**src/rtl/johnson_pkg.sv**
```systemverilog
// Purpose: shared types and constants for the Johnson burst sequencer and its step core.
// Latency: none (declarations only).
// Backpressure: not applicable.
package johnson_pkg;

    localparam int JOHNSON_WIDTH = 8;
    localparam int JOHNSON_CNT_W = 8;

    localparam logic DIR_FWD = 1'b0;
    localparam logic DIR_REV = 1'b1;

    typedef enum logic [1:0] {
        IDLE  = 2'd0,
        RUN   = 2'd1,
        PAUSE = 2'd2,
        DONE  = 2'd3
    } seq_state_e;

endpackage

```
**src/rtl/johnson_step_core.sv**
```systemverilog
// Purpose: Johnson ring register with step (fwd/rev) and clear, plus decoded ring position.
// Latency: one edge per step; pos_o is combinational from the register.
// Backpressure: none; en_i gates stepping. Optional macro ILLEGAL_STATE_RECOVER_EN adds err_o.
module johnson_step_core
    import johnson_pkg::*;
#(
    parameter  int WIDTH = JOHNSON_WIDTH,
    localparam int POS_W = $clog2(2 * WIDTH)
) (
    input  logic             clk_i,
    input  logic             rst_i,
    input  logic             en_i,
    input  logic             dir_i,
    input  logic             clr_i,
    output logic [WIDTH-1:0] phase_o,
    output logic [POS_W-1:0] pos_o
`ifdef ILLEGAL_STATE_RECOVER_EN
    ,
    output logic             err_o
`endif
);

    localparam int ONES_W = $clog2(WIDTH + 1);

    logic [WIDTH-1:0]  phase_q;
    logic [WIDTH-1:0]  phase_d;
    logic [ONES_W-1:0] ones;

`ifdef ILLEGAL_STATE_RECOVER_EN
    logic [ONES_W-1:0] edges;
    logic              illegal;
    logic              err_q;
    logic              err_d;

    // A legal ring value has at most one rising and one falling boundary, i.e. <= 2 bit changes around the ring.
    always_comb begin
        edges = '0;
        for (int i = 0; i < WIDTH; i++) begin
            edges = edges + ONES_W'(phase_q[i] ^ phase_q[(i + 1) % WIDTH]);
        end
        illegal = (edges > ONES_W'(2));
    end

    // Sticky error: set by any illegal pattern, cleared by an honoured clear (set wins on a tie).
    always_comb begin
        err_d = err_q;
        if (clr_i) begin
            err_d = 1'b0;
        end
        if (illegal) begin
            err_d = 1'b1;
        end
    end

    // Error flag register.
    always_ff @(posedge clk_i or negedge rst_i) begin
        if (!rst_i) begin
            err_q <= 1'b0;
        end else begin
            err_q <= err_d;
        end
    end

    assign err_o = err_q;
`endif

    // Next ring value: clear has priority over stepping; a corrupt pattern is flushed to zero.
    always_comb begin
        phase_d = phase_q;
        if (clr_i) begin
            phase_d = '0;
        end else if (en_i) begin
            if (dir_i == DIR_REV) begin
                phase_d = {~phase_q[0], phase_q[WIDTH-1:1]};
            end else begin
                phase_d = {phase_q[WIDTH-2:0], ~phase_q[WIDTH-1]};
            end
        end
`ifdef ILLEGAL_STATE_RECOVER_EN
        if (illegal) begin
            phase_d = '0;
        end
`endif
    end

    // Ring register.
    always_ff @(posedge clk_i or negedge rst_i) begin
        if (!rst_i) begin
            phase_q <= '0;
        end else begin
            phase_q <= phase_d;
        end
    end

    // Position decode: filling half counts ones, draining half counts down from 2*WIDTH.
    always_comb begin
        ones = '0;
        for (int i = 0; i < WIDTH; i++) begin
            ones = ones + ONES_W'(phase_q[i]);
        end
        if (!phase_q[WIDTH-1]) begin
            pos_o = POS_W'(ones);
        end else begin
            pos_o = POS_W'(2 * WIDTH - int'(ones));
        end
    end

    assign phase_o = phase_q;

endmodule

```
**src/rtl/johnson_burst_sequencer.sv**
```systemverilog
// Purpose: start/busy/done controller stepping a Johnson ring a programmed number of times.
// Latency: accept at edge 0, steps on edges 1..N, done_o high in the cycle after the last step.
// Backpressure: hold_i pauses stepping; start_i while busy is dropped. Optional macro ILLEGAL_STATE_RECOVER_EN.
module johnson_burst_sequencer
    import johnson_pkg::*;
#(
    parameter  int WIDTH = JOHNSON_WIDTH,
    parameter  int CNT_W = JOHNSON_CNT_W,
    localparam int POS_W = $clog2(2 * WIDTH)
) (
    input  logic             clk_i,
    input  logic             rst_i,
    input  logic             start_i,
    input  logic             dir_i,
    input  logic [CNT_W-1:0] steps_i,
    input  logic             hold_i,
    input  logic             clr_i,
    output logic [WIDTH-1:0] phase_o,
    output logic             busy_o,
    output logic             done_o,
    output logic [POS_W-1:0] pos_o
`ifdef ILLEGAL_STATE_RECOVER_EN
    ,
    output logic             err_o
`endif
);

    seq_state_e       state_q;
    seq_state_e       state_d;
    logic [CNT_W-1:0] rem_q;
    logic [CNT_W-1:0] rem_d;
    logic             dir_q;
    logic             dir_d;
    logic             step_en;
    logic             clr_en;

    // Burst control: accept in IDLE, step whenever not held, finish when the last step is taken.
    always_comb begin
        state_d = state_q;
        rem_d   = rem_q;
        dir_d   = dir_q;
        step_en = 1'b0;
        clr_en  = 1'b0;
        case (state_q)
            IDLE: begin
                if (start_i) begin
                    // Start beats clear; a zero-length burst just reports completion.
                    if (steps_i != '0) begin
                        dir_d   = dir_i;
                        rem_d   = steps_i;
                        state_d = RUN;
                    end else begin
                        state_d = DONE;
                    end
                end else if (clr_i) begin
                    clr_en = 1'b1;
                end
            end
            RUN, PAUSE: begin
                // Leaving PAUSE steps in the same cycle hold_i drops, so each held cycle costs exactly one.
                if (hold_i) begin
                    state_d = PAUSE;
                end else begin
                    step_en = 1'b1;
                    rem_d   = rem_q - CNT_W'(1);
                    state_d = (rem_q == CNT_W'(1)) ? DONE : RUN;
                end
            end
            DONE: begin
                state_d = IDLE;
            end
            default: begin
                state_d = IDLE;
            end
        endcase
    end

    // Control registers.
    always_ff @(posedge clk_i or negedge rst_i) begin
        if (!rst_i) begin
            state_q <= IDLE;
            rem_q   <= '0;
            dir_q   <= DIR_FWD;
        end else begin
            state_q <= state_d;
            rem_q   <= rem_d;
            dir_q   <= dir_d;
        end
    end

    assign busy_o = (state_q == RUN) || (state_q == PAUSE);
    assign done_o = (state_q == DONE);

    // If the core flushes an illegal pattern mid-burst the step still counts, so the burst resumes from zero.
    johnson_step_core #(
        .WIDTH (WIDTH)
    ) u_core (
        .clk_i   (clk_i),
        .rst_i   (rst_i),
        .en_i    (step_en),
        .dir_i   (dir_q),
        .clr_i   (clr_en),
        .phase_o (phase_o),
        .pos_o   (pos_o)
`ifdef ILLEGAL_STATE_RECOVER_EN
        ,
        .err_o   (err_o)
`endif
    );

endmodule
```
**config.mk**
```make
export PLATFORM = sky130hd
export DESIGN_NAME = johnson_burst_sequencer
export DESIGN_NICKNAME = d
export VERILOG_FILES = /design/src/rtl/johnson_pkg.sv /design/src/rtl/johnson_step_core.sv /design/src/rtl/johnson_burst_sequencer.sv
export SDC_FILE = /design/constraint.sdc
export NUM_CORES = 1
export LEC_CHECK = 0
export CELL_PAD_IN_SITES_DETAIL_PLACEMENT = 0
export CELL_PAD_IN_SITES_GLOBAL_PLACEMENT = 1
export CORE_MARGIN = 2
export CORE_UTILIZATION = 41
export DETAILED_ROUTE_END_ITERATION = 16
export HOLD_SLACK_MARGIN = 0.03
export PLACE_DENSITY_LB_ADDON = 0.1
export SLEW_MARGIN = 20
export SYNTH_ARGS = -nofsm -noshare
export SYNTH_HDL_FRONTEND = slang
export SYNTH_SLANG_ARGS = --single-unit
```
**constraint.sdc**
```tcl
create_clock -name clk_i -period 5 [get_ports clk_i]
set_input_delay 0.75 -clock clk_i [delete_from_list [all_inputs] [get_ports clk_i]]
set_output_delay 0.75 -clock clk_i [all_outputs]
set_load 0.1 [all_outputs]
```
==> results.txt, run 1 <==
The flow ran to the end, and the final reports show no timing, DRC or antenna violations. Across the run, the number of max-cap violations was 0. The critical path is of the reg -> out type.

The starting density of the core was 42.1%; the per-instance average area after synthesis was 8.60 um^2. The worst setup path is captured at a primary output. Most used flip-flop cell after synthesis: sky130_fd_sc_hd__dfrtp_1. For the pin with the worst max-slew slack, the measured transition is 1.05 ns. The buffering stage count on the worst path with inverters included came out at 3. The worst hold slack came out at 0.528 ns. From left edge to right edge, the die measures 62.3 um. The hold violation total from the final report came out at 0.

The tools report the number of buffers inserted during clock tree synthesis as 3. The final instance count without filler cells is 235, and the source-to-sink clock delay at the later pin of the worst-skew pair is 0.30 ns. Number of nets in the layout: 217. For the overall overflow remaining after global route, the log shows 0. The biggest area contributor in the post-synthesis netlist is sky130_fd_sc_hd__dfrtp_1. The buffer depth of the longest clock path was 2; the via-per-instance ratio was 5.32. Of all nets on the critical path, the largest fanout is 5. The arrival time at the worst endpoint was 3.96 ns; the largest net degree at the start of global routing was 20. Once the clock tree was built, the resizer swapped 0 gates to a different size. The floorplan has 21 rows. The logs give 0 for the final antenna diode count and 0.786 for the placer's final routability congestion estimate. The core area was 3310 um^2. The H-tree depth is 1, and the total standard cell area after synthesis is 1390 um^2.

The tools report the setup TNS as 0 ns. For the number of library cell types mapped by synthesis, the log shows 31. STA classifies the critical path startpoint as a flop.

In the final layout, the share of cells above drive strength 1 is 10.1%. The clock period minus final worst setup slack was 4.71 ns. For the number of placed cells counting well taps, the log shows 231. The routed length on met3 was 149 um. In this run the top signal layer used is met4. Dividing the final minimum period by the clock period gives 94.2%. TritonCTS built the clock tree. The yosys synthesis warning count was 0. Clock-pin slew was measured on the worst setup and hold paths at 0.11 ns. The run gives 0 as the post-cts hold buffer count. Summed over all nets, the half-perimeter wirelength after detailed placement is 2.39 mm. The number of DRC markers after the initial detailed-route iteration is 74. The post-synthesis to final-layout area growth is 25.7%, and the cell count after synthesis is 162. The post-route antenna net violation count is 0. Derived from the worst setup path, the maximum achievable clock frequency is 212 MHz. Global routing used 17.9% of the available tracks across all layers. Setup repair after global routing left no endpoint under its margin. The run gives 0 as the DRC violation count after routing. The die covers 3880 um^2. The run gives 189 as the synthesized net count. In this run the tightest slew margin relative to its limit is 29.7%. Yosys mapped a number of flops with a built-in enable equal to 0. For the number of global-route vias before repair, the log shows 1220.

The tools report the post-placement worst setup slack as 0.600 ns. The worst hold path belongs to the class reg -> reg. The worst hold path depth was 1. In the final routed layout, each cell accounts on average for 13.4 um.

The required time at the endpoint of the critical path was 4.25 ns. Vertical die dimension: 62.3 um. The area share of the largest cell type after synthesis was 34.1%; the sum of routed wire length over all layers was 3.15 mm. For flop-to-flop paths, the worst setup slack is 2.56 ns. The endpoint identified for the worst register-to-register timing path is u_core.phase_o[7]$_DFFE_PN0P_. The worst-case reg-to-reg path depth was 6. Grouping stages by cell kind, the critical path spends the most delay in adder cells. The tools report the first-pass GRT wire length as 5.51 mm. Of the synthesized area, sequential elements account for 34.1%.

The routed layout has 1251 vias. The share of synthesized registers carrying an async set or reset was 100%; the met1 routed wirelength after detailed routing was 1.33 mm. In this run the most critical hold path is launched from rem_q[3]$_DFFE_PN0P_. The slowest stage of the critical path is the sky130_fd_sc_hd__a2111oi_0 cell. The tools report the number of post-CTS setup repair buffers as 0. The tools report the end of the worst hold path as rem_q[3]$_DFFE_PN0P_. The worst register-to-register path begins at state_q[1]$_DFFE_PN0N_. Clock tree synthesis found a total of 19 sinks.

The start point of the critical path is u_core.phase_o[1]$_DFFE_PN0P_. In this design, the stage delay of the slowest critical-path cell is 0.74 ns. Pin placement for this block handled 28 I/O pins.

In this run the tool buffered the top-level ports with 27 buffer cells. In this run, synthesis produced a sequential element count of 19. Ranked by total cell area, the synthesized netlist is headed by sky130_fd_sc_hd__dfrtp_1 (34%), sky130_fd_sc_hd__ha_1 (8.1%), sky130_fd_sc_hd__nor2_1 (7.3%), sky130_fd_sc_hd__fa_1 (5.8%), sky130_fd_sc_hd__inv_1 (5.7%). The worst path meets setup with 0.292 ns of slack. Clock tree synthesis selected as its root buffer the cell sky130_fd_sc_hd__clkbuf_4. The number of antenna violations at the first check in global routing was 0. Dominant cell type by count on the critical path: sky130_fd_sc_hd__fa_1. Setup violations remaining at the end of the flow were counted as 0. Clock skew on the completed layout was measured at 0.00659 ns.

The iteration count of the initial detailed-routing pass was 4; the wire length on met2 was 1.65 mm. The critical path goes through ha_1, inv_1, fa_1, fa_1, fa_1, inv_1, fa_1, a2111oi_0, a211oi_4, buf_4. The number of pins exceeding their max-slew limit in the final report was 0.
-- state kept, by name, summed over array words and instances, names as in the netlist --
signal	count
rem_q	8
u_core.phase_o	8
state_q	2
dir_q	1
-- stage by stage --
step | cell area (um^2) | util [%]
floorplan | 1420 | -
global placement | 1720 | 52.0
detailed placement | 1720 | 52.0
CTS | 1750 | 52.9
global route | 1750 | 52.9
finish | 1750 | 52.9
-- how the worst max path moves through the flow --
stage / end / cells after the start
2_1_floorplan: pos_o[3] / 9
3_3_place_gp: pos_o[3] / 10
3_5_place_dp: pos_o[3] / 10
4_1_cts: pos_o[3] / 10
5_1_grt: pos_o[3] / 10
6_report: pos_o[3] / 10
-- worst register-to-register path: stages (launching register included) --
cell and delay [ns]:
sky130_fd_sc_hd__dfrtp_1 0.39, sky130_fd_sc_hd__inv_1 0.07, sky130_fd_sc_hd__ha_1 0.51, sky130_fd_sc_hd__inv_1 0.20, sky130_fd_sc_hd__nor2_1 0.83, sky130_fd_sc_hd__o211ai_1 0.20
sky130_fd_sc_hd__a21oi_1 0.19
-- Yosys cell counts, drive strengths merged (2+ instances only) --
master and instances:
o21ai 5, inv 21, o32ai 2, or3 2, fa 4, dfrtp 19, a41oi 2, ha 9
nor2 27, nand2 12, clkbuf 3, mux2i 6, or4 2, a311oi 6, nand2b 4, a211oi 9
xnor2 2, nor3 6, a21oi 12
-- area by class of cell --
cell class,instances,area (um^2)
well taps,46,57.6
flip-flops and latches,19,480
inverters,21,82.6
clock inverters,1,5.00
clock buffers,3,22.5
repair buffers,27,260
multi-input cells,118,842
fillers,319,1560
-- cell families after synthesis --
family          after synthesis  share of synthesized area, %
xor+xnor                      2                          1.26
flops                        19                          34.1
fa+ha+maj                    13                          13.8
simple gates                 54                          17.5
compound gates               42                          21.3
buf+inv                      25                          6.83
mux                           7                          5.12
-- per-layer routing --
metal | vias to the layer above | GRT usage [%]
met3 | 2 | 2.54
met1 | 597 | 21.4
met4 | 0 | 5.83
met5 | - | 0
li1 | 624 | -
met2 | 28 | 32.9
-- placed cells by master, fill, tap and decap left out, types with 8 or more instances in the layout --
master and instances:
sky130_fd_sc_hd__dfrtp_1 15, sky130_fd_sc_hd__a21oi_1 12, sky130_fd_sc_hd__a211oi_1 8, sky130_fd_sc_hd__nand2_1 12
sky130_fd_sc_hd__ha_1 9, sky130_fd_sc_hd__nor2_1 27, sky130_fd_sc_hd__inv_1 20, sky130_fd_sc_hd__clkdlybuf4s50_1 23
Power of run 1 is not shown: default switching activity piles up to over one toggle a cycle in this logic, so the estimate is an artifact.
==> run 2, diff against run 1 <==
CTS_BUF_LIST = sky130_fd_sc_hd__clkbuf_16   (was not set)
==> run 2 against run 1 <==
Worst setup slack better by 0.071 ns. Global-route usage fell by 0.23 points. Hold slack worse by 0.0083 ns. Fmax rose by 1.5%. Register-to-register slack better by 0.03 ns. Via count increased by 0.48%. Non-clock buffer count is the same. Critical path type unchanged. Highest routed layer unchanged.
==> results.txt, run 2 (synthesis gave the netlist of run 1 again) <==
The flow ran to the end, and the final reports show no timing, DRC or antenna violations. The DRC violation count after routing was 0. The top cell types in the final layout, fill and taps aside, are sky130_fd_sc_hd__nor2_1 (27), sky130_fd_sc_hd__clkdlybuf4s50_1 (23), sky130_fd_sc_hd__inv_1 (20). The worst hold slack was 0.520 ns; the count of clock tree sinks was 19.

The final critical path takes up 92.8% of the cycle. Core area: 3310 um^2. Placer's final routability congestion estimate: 0.786.

The worst path needs 4.64 ns of the cycle, external delays included. The run gives 842 um^2 as the area of the multi-input gates. Timing would allow up to 216 MHz.

The tools report the hold violation total from the final report as 0. The worst path setup slack after routing was 0.362 ns; the die extent in x was 62.3 um. For this run the aggregate overflow at the end of global routing stands at 0.

The vertical die dimension was 62.3 um. Setup TNS: 0 ns. The number of max-cap violations was 0. From synthesis to final layout, the design area changed by 29.5%. The HPWL after detailed placement is 2.39 mm. At the pin with the least slew margin, the transition time is 1.03 ns.

TritonCTS built the clock tree. The layout has 311 filler cells. The launching element type of the critical path is a flop. The number of global-route vias before repair was 1222.

Across the whole layout, storage elements account for 480 um^2. The library cell used most frequently in the layout, excluding fill and tap cells, is sky130_fd_sc_hd__nor2_1. In this run the post-CTS setup repair buffer count came out at 0.

The fraction of layout instances using a drive strength above 1 works out to 10.1%. The total I/O pin count is 28, and the sum of routed wire length over all layers is 3.12 mm. The worst hold path belongs to the class reg -> reg. The number of gates resized after CTS is 0, and the post-route antenna net violation count is 0. The first-pass GRT wire length is 5.51 mm, and the number of DRC markers after the initial detailed-route iteration is 68.

Once the floorplan was initialized, standard cells occupied 42.1% of the core. The number of placed instances, taps included, is 231. The die outline area was 3880 um^2. Most used routing layer in global routing: met2. The clock root buffer was sky130_fd_sc_hd__clkbuf_16.

The critical-path maximum fanout works out to 5. The H-tree depth is 1. Using the TritonRoute via totals, the vias-per-cell ratio works out to 5.35.

For this run, global-route usage on met2 was measured as 33.3%. The number of nets in the layout is 217, and the count of buffers inserted at the top-level ports is 27. The finished layout holds 235 standard cells, fillers aside.

Setup violations remaining at the end of the flow were counted as 0. The buffer depth of the longest clock path came out at 2. In this run the core area contains 21 standard-cell rows. The per-cell routed wire length works out to 13.3 um.

For the worst-skew pair, the clock arrives at the later sink with an insertion delay of 0.25 ns. Across all layers, the routed design uses 1257 vias. The repair_antennas step left the layout with diodes totalling 0.

The arrival time at the worst endpoint is 3.89 ns, and the number of antenna violations at the first check in global routing is 0. Timing analysis after detailed placement gives a worst setup slack of 0.600 ns. Global routing used 17.6% of the available tracks across all layers.

The post-cts hold buffer count is 0. Entering global routing, the biggest net connects 20 pins. STA puts the critical path data required time at 4.25 ns. The type of the worst setup path is reg -> out. Setup repair after global routing left no endpoint under its margin. The number of pins exceeding their max-slew limit in the final report was 0. STA classifies the critical path endpoint as a primary output. Maximum clock skew at final layout: 0.00263 ns. The tools report the headroom to the max-slew limit as 30.9%. The logs give 21.0% for the met1 usage and 4 for the iteration count of the initial detailed-routing pass. The met3 track demand over resource in global routing was 2.54%; the post-CTS clock slew at the launch and capture registers of the worst setup and hold paths was 0.05 ns. Clock tree synthesis inserted a total of 3 buffers.
==> run 2: cell type report <==
class                      instances  share of cell area, %
tap                               46                   3.19
inverter                          21                   4.58
timing repair buffer              27                   14.4
clock inverter                     1                  0.278
multi-input combinational        118                   46.7
clock buffer                       3                   4.16
sequential                        19                   26.6
==> run 2: path summary, 6_finish.rpt <==
path | startpoint | endpoint | slack, ns | depth (start not counted)
setup / recovery | u_core.phase_o[1]$_DFFE_PN0P_ | pos_o[3] | 0.36 | 10
hold / removal | rem_q[3]$_DFFE_PN0P_ | rem_q[3]$_DFFE_PN0P_ | 0.52 | 1
setup reg to reg | state_q[1]$_DFFE_PN0N_ | rem_q[4]$_DFFE_PN0P_ | 2.59 | 7
hold reg to reg | rem_q[3]$_DFFE_PN0P_ | rem_q[3]$_DFFE_PN0P_ | 0.52 | 1
max in group asynchronous | rst_i | u_core.phase_o[2]$_DFFE_PN0P_ | 3.34 | 1
min in group asynchronous | rst_i | state_q[0]$_DFFE_PN0N_ | 1.03 | 1
==> run 2: critical path: stages, from the launching register on <==
cell and delay (ns):
sky130_fd_sc_hd__dfrtp_2 0.43, sky130_fd_sc_hd__ha_1 0.28, sky130_fd_sc_hd__inv_1 0.05, sky130_fd_sc_hd__fa_1 0.49, sky130_fd_sc_hd__fa_1 0.42, sky130_fd_sc_hd__fa_1 0.36
sky130_fd_sc_hd__inv_1 0.09, sky130_fd_sc_hd__fa_1 0.44, sky130_fd_sc_hd__a2111oi_0 0.74, sky130_fd_sc_hd__a211oi_4 0.06, sky130_fd_sc_hd__buf_4 0.27
==> run 2: stage by stage <==
step / utilization [%] / instance area (um^2)
final: 54.5 / 1800
after global routing: 54.5 / 1800
after CTS: 54.5 / 1800
after detailed placement: 52.0 / 1720
after global placement: 52.0 / 1720
after floorplan: - / 1420
==> run 2: metal layers <==
| metal | wire (um) | up-vias | share of wire (%) |
|---|---|---|---|
| li1 | - | 629 | - |
| met1 | 1350 | 597 | 43 |
| met2 | 1640 | 29 | 53 |
| met3 | 119 | 2 | 3.8 |
| met4 | 12 | 0 | 0.38 |
| met5 | 0 | - | 0 |
Power of run 2 is left out for the same reason.
==> run 3, diff against run 2 <==
CORE_MARGIN = 4   (was 2)
CTS_CLUSTER_SIZE = 10   (was not set)
==> run 3 against run 2 <==
Final cell count is 0.85% lower. Critical path depth stayed put. Die area is 13% higher. Register-to-register slack better by 0.04 ns. First-iteration DRC count is 18% lower. Sequential cell count stayed put. Sequential share of layout area hardly changed. Design area is 0.14% lower. Worst setup slack worse by 0.070 ns. Wire length is 5.7% higher. Count of clock-buffer cells in the layout stayed put. Critical endpoint unchanged. Highest routed layer unchanged.
==> results.txt, run 3 (synthesis gave the netlist of run 1 again) <==
The largest net degree at the start of global routing was 20. The run finished with clean final reports. Row count: 20. The met1 routed wirelength after detailed routing is 1.60 mm. 28 I/O pins were placed.

The critical-path maximum fanout is 5. Post-CTS clock slew at the launch and capture registers of the worst setup and hold paths: 0.06 ns. The min-delay analysis places its worst path in the category reg -> reg.

Number of antenna violations at the first check in global routing: 0. The worst hold path depth was 1; the final antenna diode count was 0. The run gives 0.843 as the placer's final routability congestion estimate. STA classifies the critical path startpoint as a flop.

In this run, CTS created clock tree buffers numbering 3. The type of the worst setup path was reg -> out. The core area was 3150 um^2; the headroom to the max-slew limit was 33.7%.

Counting every sink on the clock net gives 19. For the pin with the worst max-slew slack, the measured transition is 0.991 ns. Setup repair after global routing left no endpoint under its margin. The count of buffers inserted at the top-level ports was 27. The die outline area is 4390 um^2, and the DRC violation count after routing is 0. The post-route antenna net violation count was 0; the arrival time at the worst endpoint was 3.96 ns.

The setup TNS is 0 ns. Subtracting the final worst setup slack from the clock period gives 4.71 ns. The detailed router finished its first iteration with 56 violations. Clock latency on the worst-skew pair, taken at its later pin, is 0.25 ns.

For the routed length on met3, the log shows 175 um. In this run the worst setup path begins at u_core.phase_o[0]$_DFFE_PN0P_. The maximum clock skew at final layout is 0.00360 ns. The path with the worst hold slack has its endpoint at rem_q[3]$_DFFE_PN0P_.

Post-CTS timing repair inserted 0 buffers for setup. The hold violation total from the final report was 0; the final clock period utilization by the worst path was 94.1%. The tools report the number of global-route vias before repair as 1226. After clock tree synthesis, the repair step resized 0 gates. TritonCTS built the clock tree. From left edge to right edge, the die measures 66.3 um. The wire-length estimate of the detail-placed layout is 2.55 mm. Max-cap violations in this run came to 0.

The worst register-to-register path begins at state_q[1]$_DFFE_PN0N_. Clock root buffer: sky130_fd_sc_hd__clkbuf_16. For the buffer depth of the longest clock path, the log shows 2. Across all register-to-register paths, the minimum setup slack is 2.63 ns.

Derived from the worst setup path, the maximum achievable clock frequency is 212 MHz. Fraction of layout instances using a drive strength above 1: 10.1%. The top cell types in the final layout, fill and taps aside, are sky130_fd_sc_hd__nor2_1 (27), sky130_fd_sc_hd__clkdlybuf4s50_1 (23), sky130_fd_sc_hd__inv_1 (20). The vertical die dimension is 66.3 um, and the wire length on met2 is 1.49 mm. The library cell used most frequently in the layout, excluding fill and tap cells, is sky130_fd_sc_hd__nor2_1. STA classifies the critical path endpoint as a primary output. Signal routing reaches up to met4. STA puts the critical path data required time at 4.25 ns.

The first-pass GRT wire length came out at 5.79 mm. The global routing usage summed across all routing layers came out at 17.0%. The H-tree depth was 1; the final setup violation count was 0. The initial utilization of the core area, before any placement, comes to 44.2%.

After detailed routing, the average wire length per cell comes to 14.2 um. The number of pins exceeding their max-slew limit in the final report is 0, and the iteration count of the initial detailed-routing pass is 4. Compared with the post-synthesis result, the final layout area differs by 29.3%.

The final layout contains routed wiring with a total length of 3.30 mm. The overall overflow remaining after global route came out at 0. The via total after detailed routing came out at 1225. The number of nets in the layout was 217. Counting cells, the worst reg-to-reg path comes to 7.

In this run the critical register-to-register path is captured at rem_q[3]$_DFFE_PN0P_. Hold repair after CTS inserted 0 buffers. The tools report the start point of the worst min-delay path as rem_q[3]$_DFFE_PN0P_.

After detailed routing, the number of vias per cell comes to 5.26.
[run 3: critical path, stage by stage (launching register included)]
cell and delay (ns):
sky130_fd_sc_hd__dfrtp_2 0.43, sky130_fd_sc_hd__ha_1 0.28, sky130_fd_sc_hd__inv_1 0.04, sky130_fd_sc_hd__fa_1 0.49, sky130_fd_sc_hd__fa_1 0.42, sky130_fd_sc_hd__fa_1 0.37
sky130_fd_sc_hd__inv_1 0.10, sky130_fd_sc_hd__fa_1 0.45, sky130_fd_sc_hd__a2111oi_0 0.79, sky130_fd_sc_hd__a211oi_4 0.07, sky130_fd_sc_hd__buf_4 0.27
[run 3: layout make-up]
cell class	count	area (um^2)
Clock inverter	1	5.00
Inverter	21	82.6
Timing Repair Buffer	27	260
Sequential cell	19	480
Multi-Input combinational cell	118	842
Clock buffer	3	75.1
Fill cell	304	1350
Tap cell	44	55.1
[run 3: routing by layer]
layer  up-vias  track usage, %
li1        630               -
met1       553            23.9
met2        38            26.3
met3         4            3.06
met4         0            5.33
met5         -               0
[run 3: worst max path at each step]
stage | endpoint | slack [ns] | depth (start not counted)
global route | pos_o[3] | 0.11 | 10
finish | pos_o[3] | 0.29 | 10
global placement | pos_o[3] | 0.68 | 10
CTS | pos_o[3] | 0.25 | 10
floorplan | pos_o[3] | 0.02 | 9
detailed placement | pos_o[3] | 0.53 | 10
[run 3: per-stage QoR]
step                      utilization, %  instance area (um^2)  setup slack (ns)  cells  hold slack [ns]
final                               57.1                  1800             0.293    233            0.522
after global routing                57.1                  1800             0.109    233            0.550
after CTS                           57.1                  1800             0.250    233            0.518
after detailed placement            54.6                  1720             0.530    229            0.508
after global placement              54.6                  1720             0.676    229            0.518
after floorplan                        -                  1420            0.0237    162            0.454
Power of run 3 is left out for the same reason.
